File: config.mk
export PLATFORM = sky130hd
export DESIGN_NAME = proc_gen_flat
export DESIGN_NICKNAME = d
export VERILOG_FILES = /design/src/rtl/proc_gen_if.sv /design/src/rtl/proc_gen.sv /design/src/flat_wrapper.sv
export SDC_FILE = /design/constraint.sdc
export NUM_CORES = 1
export LEC_CHECK = 0
export BUFFER_PORTS_ARGS = -buffer_cell sky130_fd_sc_hd__buf_4
export CORE_MARGIN = 5
export CORE_UTILIZATION = 30
export CTS_CLUSTER_SIZE = 40
export DETAILED_ROUTE_END_ITERATION = 8
export SLEW_MARGIN = 10
export SYNTH_ARGS = -nofsm -noshare
export SYNTH_HDL_FRONTEND = slang
export SYNTH_SLANG_ARGS = --single-unit
File: constraint.sdc
create_clock -name ClocK -period 5 [get_ports ClocK]
set_input_delay 0.75 -clock ClocK [delete_from_list [all_inputs] [get_ports ClocK]]
set_output_delay 0.75 -clock ClocK [all_outputs]
set_load 0.02 [all_outputs]
File: src/rtl/proc_gen_if.sv
// proc_gen bus/status bundle: run/instruction input side and
// done/bus/register-dump/flag output side.
interface proc_gen_if #(
  parameter int W  = 16,
  parameter int RA = 3
);
  localparam int NREG = 2**RA;

  logic              Run;
  logic [W-1:0]      DIN;
  logic              Done;
  logic [W-1:0]      BusWires;
  logic [NREG*W-1:0] Rdump;
  logic              Z;
  logic              DZ;

  modport master (
    output Run, DIN,
    input  Done, BusWires, Rdump, Z, DZ
  );

  modport slave (
    input  Run, DIN,
    output Done, BusWires, Rdump, Z, DZ
  );
endinterface

File: src/rtl/proc_gen.sv
// proc_gen: multicycle single-bus CPU with shared A/G ALU path.
// Define PROC_GEN_MULDIV_EN to implement mul/div (else NOP, DZ=0).
module proc_gen #(
  parameter int W  = 16,
  parameter int RA = 3
) (
  input  logic       ClocK,
  input  logic       Resetn,
  proc_gen_if.slave  bus
);
  localparam int NREG = 2**RA;
  localparam int IW   = 4 + 2*RA;

  typedef enum logic [1:0] {T0, T1, T2, T3} state_t;

  state_t        r_state, w_next;
  logic [IW-1:0] r_ir;
  logic [W-1:0]  r_a, r_g;
  logic [W-1:0]  r_regs [NREG];
  logic          r_z;

  logic [3:0]    w_op;
  logic [RA-1:0] w_x, w_y;
  logic [W-1:0]  w_rx, w_ry, w_bus, w_res;
  logic          w_alu, w_mv, w_mvi, w_mvnz, w_done;

  assign w_op = r_ir[IW-1 -: 4];
  assign w_x  = r_ir[2*RA-1 -: RA];
  assign w_y  = r_ir[RA-1:0];
  assign w_rx = r_regs[w_x];
  assign w_ry = r_regs[w_y];

  always_comb begin
    w_alu  = 1'b0;
    w_mv   = 1'b0;
    w_mvi  = 1'b0;
    w_mvnz = 1'b0;
    unique case (w_op)
      4'h0: w_mv = 1'b1;
      4'h1: w_mvi = 1'b1;
      4'h2, 4'h3, 4'h4, 4'h5,
      4'h6, 4'h7, 4'hA, 4'hB: w_alu = 1'b1;
`ifdef PROC_GEN_MULDIV_EN
      4'h8, 4'h9: w_alu = 1'b1;
`endif
      4'hC: w_mvnz = 1'b1;
      default: ;
    endcase
  end

  always_comb begin
    w_next = r_state;
    w_done = 1'b0;
    w_bus  = bus.DIN;
    unique case (r_state)
      T0: if (bus.Run) w_next = T1;
      T1: begin
        if (w_alu) begin
          w_bus  = w_rx;
          w_next = T2;
        end else begin
          if (w_mv || w_mvnz) w_bus = w_ry;
          w_done = 1'b1;
          w_next = T0;
        end
      end
      T2: begin
        w_bus  = w_ry;
        w_next = T3;
      end
      T3: begin
        w_bus  = r_g;
        w_done = 1'b1;
        w_next = T0;
      end
    endcase
  end

  // Operand B is the bus, which carries Ry during T2
  always_comb begin
    w_res = '0;
    unique case (w_op)
      4'h2: w_res = r_a + w_bus;
      4'h3: w_res = r_a - w_bus;
      4'h4: w_res = r_a & w_bus;
      4'h5: w_res = r_a | w_bus;
      4'h6: w_res = r_a << w_bus;
      4'h7: w_res = r_a >> w_bus;
`ifdef PROC_GEN_MULDIV_EN
      4'h8: w_res = r_a * w_bus;
      4'h9: w_res = (w_bus == '0) ? '1 : r_a / w_bus;
`endif
      4'hA: w_res = r_a ^ w_bus;
      4'hB: w_res = ~(r_a ^ w_bus);
      default: w_res = '0;
    endcase
  end

  always_ff @(posedge ClocK or negedge Resetn) begin
    if (!Resetn) r_state <= T0;
    else         r_state <= w_next;
  end

  always_ff @(posedge ClocK or negedge Resetn) begin
    if (!Resetn) begin
      r_ir <= '0;
      r_a  <= '0;
      r_g  <= '0;
      r_z  <= 1'b0;
      for (int i = 0; i < NREG; i++) r_regs[i] <= '0;
    end else begin
      unique case (r_state)
        T0: r_ir <= bus.DIN[W-1 -: IW];
        T1: begin
          if (w_alu)
            r_a <= w_bus;
          else if (w_mv || w_mvi || (w_mvnz && !r_z))
            r_regs[w_x] <= w_bus;
        end
        T2: r_g <= w_res;
        T3: begin
          r_regs[w_x] <= r_g;
          r_z         <= (r_g == '0);
        end
      endcase
    end
  end

`ifdef PROC_GEN_MULDIV_EN
  logic r_dz;

  // Ry is still the divisor at T3; its write lands on this same edge
  always_ff @(posedge ClocK or negedge Resetn) begin
    if (!Resetn)
      r_dz <= 1'b0;
    else if (r_state == T3 && w_op == 4'h9)
      r_dz <= (w_ry == '0);
  end

  assign bus.DZ = r_dz;
`else
  assign bus.DZ = 1'b0;
`endif

  assign bus.Done     = w_done;
  assign bus.BusWires = w_bus;
  assign bus.Z        = r_z;

  for (genvar g = 0; g < NREG; g++) begin : g_dump
    assign bus.Rdump[g*W +: W] = r_regs[g];
  end
endmodule
File: src/flat_wrapper.sv
// flat-port wrapper written by rule: the top's interface ports become plain ports
module proc_gen_flat 
#(
  parameter int W  = 16,
  parameter int RA = 3
)
  (ClocK, Resetn, bus_Run, bus_DIN, bus_Done, bus_BusWires, bus_Rdump, bus_Z, bus_DZ);
  proc_gen_if #(.W(W), .RA(RA)) bus_i ();
  input  logic ClocK;
  input  logic Resetn;
  input wire logic [$bits(bus_i.Run)-1:0] bus_Run;
  input wire logic [$bits(bus_i.DIN)-1:0] bus_DIN;
  output wire logic [$bits(bus_i.Done)-1:0] bus_Done;
  output wire logic [$bits(bus_i.BusWires)-1:0] bus_BusWires;
  output wire logic [$bits(bus_i.Rdump)-1:0] bus_Rdump;
  output wire logic [$bits(bus_i.Z)-1:0] bus_Z;
  output wire logic [$bits(bus_i.DZ)-1:0] bus_DZ;
  assign bus_i.Run = bus_Run;
  assign bus_i.DIN = bus_DIN;
  assign bus_Done = bus_i.Done;
  assign bus_BusWires = bus_i.BusWires;
  assign bus_Rdump = bus_i.Rdump;
  assign bus_Z = bus_i.Z;
  assign bus_DZ = bus_i.DZ;
  proc_gen #(.W(W), .RA(RA)) u_core (.ClocK(ClocK), .Resetn(Resetn), .bus(bus_i));
endmodule
Word level (Yosys, flattened, before mapping)
Index checks and enable logic that the tools add are counted.
Cells by class
  $add $sub $neg: 2
  order comparisons: 3
  equal/unequal tests: 16
  shift operators: 2
  mux-type cells: 26
  bitwise logic cells: 6
  reduce and logical (&&, ||, !) cells: 13
Operators by type and width (count)
  bitwise mux 128 bit: 2
  two-way mux 128 bit: 2
  case mux 128 bit (2 select lines): 1
  case mux 16 bit (8 select lines): 1
  two-way mux 16 bit: 7
  binary-select mux 16 bit (select 3 bit): 2
  demux 16 bit (select 3 bit): 1
  case mux 16 bit (3 select lines): 1
  adder 16 bit: 1
  bitwise AND 16 bit: 1
  equality test 4 x 3 -> 1 bit (second input constant): 4
  zero test 16 bit: 1
  inverter 16 bit: 1
  bitwise OR 16 bit: 1
  left shift 16 x 16 -> 16 bit: 1
  right shift 16 x 16 -> 16 bit: 1
  subtractor 16 bit: 1
  XOR 16 bit: 1
  equality test 4 bit (second input constant): 3
  equality test 4 x 2 -> 1 bit (second input constant): 2
  >= comparator 4 bit (second input constant): 2
  inverter 3 -> 4 bit: 2
  case mux 2 bit (4 select lines): 1
  OR reduction 8 bit: 1
  17 further kinds: 27
Storage, ports and cells
  register bits after elaboration: 173
  output and inout bits: 147

Longest topological paths before layout
Gate-level depths: netlist (run 1).
  depth in word-level cells: 11
  gate-level depth with buffers: 24

Least setup slack after synthesis (run 1)
No wires, ideal clock.
  path kind: reg-to-reg
  start: register u_core.r_ir[1]
  end: register u_core.r_g[14]
  library setup time: 126 ps
  arrival: 5191 ps
  setup slack: -317 ps
  stages on the path, launching flop included: 23
  buffers on the path: 4
  cell sequence: dfrtp_1 buf_2 mux4_2 mux2i_1 nor2_1 a2111oi_2 buf_2 buf_2 clkbuf_1 ha_1 and3_1 inv_1 o21ai_0 xnor2_1 ha_1 and2_1 nand3_1 a21oi_1 o41ai_1 a21boi_0 or3_1 and3_1 o32a_1
On the way
  cells in the longest elaborated chain, start to end: 10
  elaborated cells on any way between the ends: 16
  those cells by class: 2 x add/sub; 2 x shift; 7 x mux; 5 x bitwise
Ends and longest elaborated chain
  from (decl): line proc_gen.sv:17  | logic [IW-1:0] r_ir;
  from (signal assigned): line proc_gen.sv:113  | T0: r_ir <= bus.DIN[W-1 -: IW];
  inverter 3 -> 4 bit (not written as such) (*): line proc_gen.sv:31  | assign w_ry = r_regs[w_y];
  binary-select mux 16 bit (select 3 bit) (*): line proc_gen.sv:31
  two-way mux 16 bit (not written as such) (*) (2 in a row): line proc_gen.sv:31
  two-way mux 16 bit: line proc_gen.sv:62  | if (w_mv || w_mvnz) w_bus = w_ry;
  two-way mux 16 bit: line proc_gen.sv:58  | if (w_alu) begin
  case mux 16 bit (3 select lines) (*): line proc_gen.sv:55  | unique case (r_state)
  parallel branches: the longest is 2 deep, another holds subtractor 16 bit
  case mux 16 bit (8 select lines) (*): line proc_gen.sv:82  | unique case (w_op)
  to (signal assigned): line proc_gen.sv:120  | T2: r_g <= w_res;
  to (decl): line proc_gen.sv:18  | logic [W-1:0] r_a, r_g;
Every way passes the cells marked *. The select of a mux whose other input is x is not followed.
A chain may end at the register's enable or synchronous reset.

Worst setup path in the final report (run 1)
  start: register u_core.r_ir[3]
  end: register u_core.r_g[14]
On the way
  cells in the longest elaborated chain, start to end: 9
  elaborated cells on any way between the ends: 15
  those cells by class: 2 x add/sub; 2 x shift; 6 x mux; 5 x bitwise
Ends and longest elaborated chain
  inverter 3 -> 4 bit (not written as such) (*): line proc_gen.sv:30  | assign w_rx = r_regs[w_x];
  binary-select mux 16 bit (select 3 bit) (*): line proc_gen.sv:30
  two-way mux 16 bit (not written as such) (*) (2 in a row): line proc_gen.sv:30
  two-way mux 16 bit (*): line proc_gen.sv:58
  case mux 16 bit (3 select lines) (*): line proc_gen.sv:55
  parallel branches: the longest is 2 deep, another holds subtractor 16 bit
  case mux 16 bit (8 select lines) (*): line proc_gen.sv:82
Marked as above.

==> results of run 1 <==
## cell type report
class | count | share of cell area (%)
clock buffer | 17 | 2.74
timing repair buffer | 292 | 14.5
sequential | 173 | 27.9
tap | 532 | 4.29
multi-input combinational | 1056 | 48.1
clock inverter | 15 | 1.24
inverter | 47 | 1.14
## cell families (layout without fill, tap and decap cells)
| kind of cell | Yosys count | count (layout) |
|---|---|---|
| buffers and inverters | 157 | 371 |
| AND/OR/NAND/NOR | 427 | 427 |
| flip-flops | 173 | 173 |
| adder cells (fa/ha/maj) | 50 | 50 |
| multiplexers | 131 | 131 |
| XOR/XNOR | 33 | 33 |
| other | 1 | 1 |
| AO/OA/AOI/OAI | 414 | 414 |
## metrics by stage
step,hold WS [ns],std cells
floorplan,0.454,1386
CTS,0.438,2128
global placement,0.513,2096
finish,0.419,2132
global route,0.472,2132
detailed placement,0.525,2096
## worst reg2reg max path, cell delays in order (launching register included)
cell       delay, ns
dfrtp_2         0.51
buf_4           0.21
or3_1           0.37
a21oi_1         0.29
a2111oi_4       0.11
nor3_2          0.33
buf_4           0.18
inv_2           0.04
o21ai_0         0.21
xnor2_1         0.15
ha_1            0.29
o21ai_0         0.18
a21oi_1         0.09
o211ai_1        0.24
a21oi_1         0.16
o41ai_2         0.35
a21boi_0        0.16
or3_1           0.31
and3_1          0.17
o32a_1          0.34
## flip-flops by register name, indices dropped and copies added, names as in the netlist, named ones only
register,flops
u_core.bus.Rdump,128
u_core.bus.Z,1
u_core.r_a,16
u_core.r_g,16
u_core.r_ir,10
u_core.r_state,1
## cells in the final DEF (no fill, tap or decap), drive strengths merged, types with 6 or more instances in the layout
cell type  netlist  routed
buf             44     292
nor2b           16      16
nand3           22      22
or3             10      10
inv             45      54
nor2            74      74
a2111oi         17      17
nand2b          14      14
o2111ai          6       6
mux4            30      30
or3b             7       7
and3            22      22
a22oi           17      17
ha              49      49
clkbuf          66      17
mux2i           66      66
o22ai           25      25
o211ai           9       9
nor4            10      10
a21o            21      21
and2            11      11
a31oi           17      17
xnor2           26      26
nor3            18      18
clkinv           2       7
xor2             7       7
nand4            7       7
o221ai          25      25
mux2            35      35
o21ai          158     158
dfrtp          173     173
or2              8       8
nand2          199     199
a21oi           53      53
a211oi          16      16
## worst min-delay path by stage
stage / startpoint / end / slack (ns) / depth (start not counted)
finish: Resetn / u_core.bus.Rdump[7] / 0.42 / 1
global route: Resetn / u_core.bus.Rdump[5] / 0.47 / 1
CTS: Resetn / u_core.bus.Rdump[5] / 0.44 / 1
detailed placement: u_core.r_ir[7] / u_core.r_ir[7] / 0.52 / 1
global placement: u_core.r_ir[7] / u_core.r_ir[7] / 0.51 / 1
floorplan: Resetn / asynchronous set/reset pin / 0.45 / 0
## routing by layer
layer	up-vias	part of all wire (%)	global-route usage, %
li1	5501	-	-
met4	0	4.5	9.49
met1	6156	42	32.4
met3	136	7.8	5.36
met2	666	45	38.2
met5	-	0	0
## what timing repair did
item,in CTS,in global routing
setup endpoints to repair,0,3
buffers inserted,0,4
gates resized for setup,0,12
==> impl_metrics.json, run 1 <==
{
  "arrival_ns": 5.14,
  "start_util_pct": 30.3,
  "synth.area.top_cells": "dfrtp_1 (35%), o21ai_0 (6.4%), nand2_1 (6.1%), mux4_2 (5.5%), mux2i_1 (5.4%)",
  "antenna_cells": 0,
  "cp_cell_sequence": "buf_4 -> or3_1 -> a21oi_1 -> a2111oi_4 -> nor3_2 -> buf_4 -> inv_2 -> o21ai_0 -> xnor2_1 -> ha_1 -> o21ai_0 -> a21oi_1 -> o211ai_1 -> a21oi_1 -> o41ai_2 -> a21boi_0 -> or3_1 -> and3_1 -> o32a_1",
  "cp_max_fo": 12,
  "nFillCells": 4203,
  "crit_required_ns": 5.35,
  "crit_cells": 19,
  "synth-seq-area-share_pct": 35.1,
  "multi_input_area_mm2": 0.00746,
  "crit_buf_inv": 3,
  "vias_per_cell": 5.84,
  "timing.final.ws_setup_ns": 0.206,
  "fmax_mhz": 209,
  "ff_latch_area_mm2": 0.00433,
  "async_reset_ff_share_pct": 100,
  "drc": 0,
  "io_buffers": 164,
  "endpoint": "u_core.r_g[14]",
  "ant_nets": 0,
  "synth_xor_area_share_pct": 2.34,
  "design_area_mm2": 0.0155,
  "max_cap_viol_count": 0,
  "cpMostUsedCell": "a21oi_1",
  "cp-start-kind": "flop",
  "worstSkewPairLatency_ns": 0.46,
  "yosys.area.top_type": "dfrtp_1",
  "syn_nets": 1455,
  "drv_slew": 0,
  "r2r_end": "u_core.r_g[14]",
  "synth_top_area_share_pct": 35.1,
  "r2r_start": "u_core.r_ir[3]",
  "drtIter0Drc": 1432,
  "post_dp_cell_area_mm2": 0.0148,
  "cp-end-kind": "flop",
  "layout.nets": 1656,
  "post-route-min-period_ns": 4.79,
  "cpLargestDelayFamily": "compound AO/OA/AOI/OAI gates",
  "syn_to_final_growth_pct": 25.7,
  "synth_adder_area_share_pct": 5.13,
  "clock_path_buffers": 2,
  "grt_pass1_vias": 12300,
  "postSynthCellCount": 1386,
  "hp-class": "in -> async",
  "slew_headroom_pct": 20.9,
  "synth_top_family_by_area": "compound AO/OA/AOI/OAI gates",
  "root_buffer": "clkbuf_16",
  "ys_types": 74,
  "synthMuxAreaShare_pct": 14.0,
  "route.vias.total": 12500,
  "grt_pass1_wl_um": 81900,
  "rrSetupSlack_ns": 0.21,
  "netlist_top_cells_count": "nand2_1 (199), dfrtp_1 (173), o21ai_0 (158)",
  "tightestPinTransition_ns": 1.19,
  "slowest_stage": "dfrtp_2",
  "die_h_um": 213,
  "setup_viol": 0,
  "synth.most_common_cell": "nand2_1",
  "clk_pin_slew_ns": 0.09,
  "ctsHoldBuffers": 0,
  "dp_hpwl_um": 43000,
  "grtUsageTotal_pct": 24.2,
  "cts_buffers": 17,
  "crit_start": "u_core.r_ir[3]",
  "r2r_cells": 19,
  "wirelength_um": 55700,
  "fp.dieArea_mm2": 0.0453,
  "synth-simple-area-share_pct": 16.0,
  "ys.flop_type": "dfrtp_1",
  "drive_gt1_share_pct": 26.9,
  "ioPinCount": 166,
  "crit_type": "reg -> reg",
  "place_ws_ns": 0.0600,
  "synth_edf_count": 0,
  "rows": 74,
  "finalSetupTns_ns": 0,
  "synth_compound_area_share_pct": 21.9,
  "antenna_found_initial": 1,
  "grt_overflow": 0,
  "cts_tree": "yes",
  "final.setup_skew_ns": 0.0174,
  "coreArea_mm2": 0.0407,
  "die_x_um": 213,
  "dr.pass1.iters": 5,
  "grt_max_degree": 94,
  "final_util_pct": 38.1,
  "syn_area_mm2": 0.0123,
  "cpPeakStageDelay_ns": 0.51,
  "ys_seq_elements": 173,
  "clkSinkCount": 173,
  "globalplace.congestion": 0.952,
  "cts_htree_levels": 4,
  "finalCritPeriodShare_pct": 95.9,
  "syn_area_per_cell_um2": 8.90,
  "status": "complete, no violations",
  "final_hold_viol_count": 0,
  "wl_per_cell_um": 26.1,
  "yosysWarnings": 0
}
Power of run 1 is not shown: default switching activity piles up to over one toggle a cycle in this logic, so the estimate is an artifact.
==> run 2: changes to the inputs <==
--- a/config.mk
+++ b/config.mk
@@ -5,11 +5,12 @@
 export SDC_FILE = /design/constraint.sdc
 export NUM_CORES = 1
 export LEC_CHECK = 0
-export BUFFER_PORTS_ARGS = -buffer_cell sky130_fd_sc_hd__buf_4
+export BUFFER_PORTS_ARGS = -buffer_cell sky130_fd_sc_hd__buf_2
 export CORE_MARGIN = 5
-export CORE_UTILIZATION = 30
+export CORE_UTILIZATION = 51
 export CTS_CLUSTER_SIZE = 40
 export DETAILED_ROUTE_END_ITERATION = 8
+export PLACE_DENSITY = 0.75
 export SLEW_MARGIN = 10
 export SYNTH_ARGS = -nofsm -noshare
 export SYNTH_HDL_FRONTEND = slang
==> impl_metrics.json, run 2 (synthesized netlist as in run 1, its figures left out) <==
{
  "rows": 57,
  "rsz0062_at_grt": "false",
  "finalSetupTns_ns": 0,
  "grt_use_met1_pct": 53.8,
  "die_x_um": 166,
  "met2_usage_pct": 56.7,
  "die_h_um": 166,
  "clk_pin_slew_ns": 0.08,
  "drive_gt1_share_pct": 25.9,
  "worstSkewPairLatency_ns": 0.44,
  "final_hold_viol_count": 0,
  "grt_overflow": 0,
  "ant_nets": 0,
  "coreArea_mm2": 0.0240,
  "vias_per_cell": 6.56,
  "ff_latch_area_mm2": 0.00433,
  "max_cap_viol_count": 0,
  "dp_hpwl_um": 37700,
  "r2r_start": "u_core.r_ir[3]",
  "final_cell_mix": "nand2_1 (199), dfrtp_1 (171), buf_2 (163), o21ai_0 (157), buf_4 (107)",
  "gr-usage-met3_pct": 8.27,
  "post-route-min-period_ns": 4.72,
  "cp-start-kind": "flop",
  "fp.dieArea_mm2": 0.0274,
  "status": "complete, no violations",
  "slowest_stage": "dfrtp_2",
  "wl_per_cell_um": 26.4,
  "multi_input_area_mm2": 0.00745,
  "grt_pass1_wl_um": 76900,
  "tightestPinTransition_ns": 1.21,
  "layout.nets": 1640,
  "r2r_cells": 20,
  "ioPinCount": 166,
  "r2r_end": "u_core.r_g[14]",
  "route.vias.total": 12500,
  "cts_buffers": 17,
  "cpLargestDelayFamily": "simple AND/OR/NAND/NOR gates",
  "drtIter0Drc": 1932,
  "rrSetupSlack_ns": 0.28,
  "grtUsageTotal_pct": 37.4,
  "cp-end-kind": "flop",
  "drv_slew": 0,
  "grt-busiest-layer": "met2",
  "cts_htree_levels": 4,
  "cp_cell_sequence": "buf_4 -> or3_1 -> a21oi_1 -> a2111oi_4 -> nor3_2 -> buf_4 -> ha_1 -> and3_1 -> inv_1 -> o21ai_0 -> xnor2_1 -> ha_1 -> and2_1 -> nand3_1 -> a21oi_1 -> o41ai_2 -> a21boi_0 -> or3_1 -> and3_1 -> o32a_1",
  "layout_commonest_cell": "nand2_1",
  "cts_tree": "yes",
  "crit_type": "reg -> reg",
  "antenna_found_initial": 4,
  "arrival_ns": 5.06,
  "root_buffer": "clkbuf_16",
  "drc": 0,
  "crit_start": "u_core.r_ir[3]",
  "crit_buf_inv": 3,
  "globalplace.congestion": 1.05,
  "io_buffers": 164,
  "final.setup_skew_ns": 0.0175,
  "final_util_pct": 61.1,
  "syn_to_final_growth_pct": 19.1,
  "dr.pass1.iters": 7,
  "nFillCells": 2104,
  "setup_viol": 0,
  "clkSinkCount": 173,
  "fmax_mhz": 212,
  "clock_path_buffers": 2,
  "grt_max_degree": 88,
  "finalCritPeriodShare_pct": 94.5,
  "cpPeakStageDelay_ns": 0.47,
  "slew_headroom_pct": 19.2,
  "cp_max_fo": 9,
  "largest_reg_flops": 128,
  "hp-class": "in -> async",
  "start_util_pct": 51.3,
  "crit_required_ns": 5.33,
  "grt_pass1_vias": 12000,
  "wirelength_um": 50500
}
==> run 2: metal layers <==
layer	part of all wire [%]	wire [µm]
met3	12	5810
met5	0.067	34
met2	44	22300
met1	41	20600
met4	3.3	1680
==> run 2: worst register-to-register path, delay by kind of cell, from the launching register on <==
family | cells | cell delay, ns
compound gates | 7 | 1.49
xor+xnor | 1 | 0.16
fa+ha+maj | 2 | 0.47
buf+inv | 3 | 0.41
flops | 1 | 0.47
simple gates | 7 | 1.63
==> run 2: what timing repair did <==
| item | 4_1_cts | 5_1_grt |
|---|---|---|
| buffers inserted | 0 | 4 |
| setup endpoints to repair | 0 | 2 |
| hold buffers | 0 | 0 |
| resized for setup | 0 | 10 |
==> run 2: worst max-delay path by stage <==
stage | to | cells past startpoint
after CTS | u_core.r_g[14] | 18
after floorplan | u_core.r_g[14] | 22
after global routing | u_core.r_g[14] | 18
after global placement | u_core.r_g[14] | 18
final | u_core.r_g[14] | 20
after detailed placement | u_core.r_g[14] | 18
==> run 2: cell type report <==
| type | count | share of cell area (%) |
|---|---|---|
| diodes | 1 | 0.0170 |
| clock buffers | 17 | 2.90 |
| clock inverters | 15 | 1.27 |
| inverters | 47 | 1.20 |
| multi-input cells | 1056 | 50.7 |
| flip-flops and latches | 173 | 29.5 |
| well taps | 324 | 2.76 |
| repair buffers | 276 | 11.7 |
==> run 2: stage by stage <==
stage	hold WS (ns)	cell area (µm²)	cells	worst slack, ns
floorplan	0.454	12400	1386	0.00175
global placement	0.506	14000	1872	0.282
detailed placement	0.511	14000	1872	0.199
CTS	0.396	14600	1904	0.166
global route	0.435	14700	1909	0.0135
finish	0.369	14700	1909	0.276
Power of run 2 is left out for the same reason.
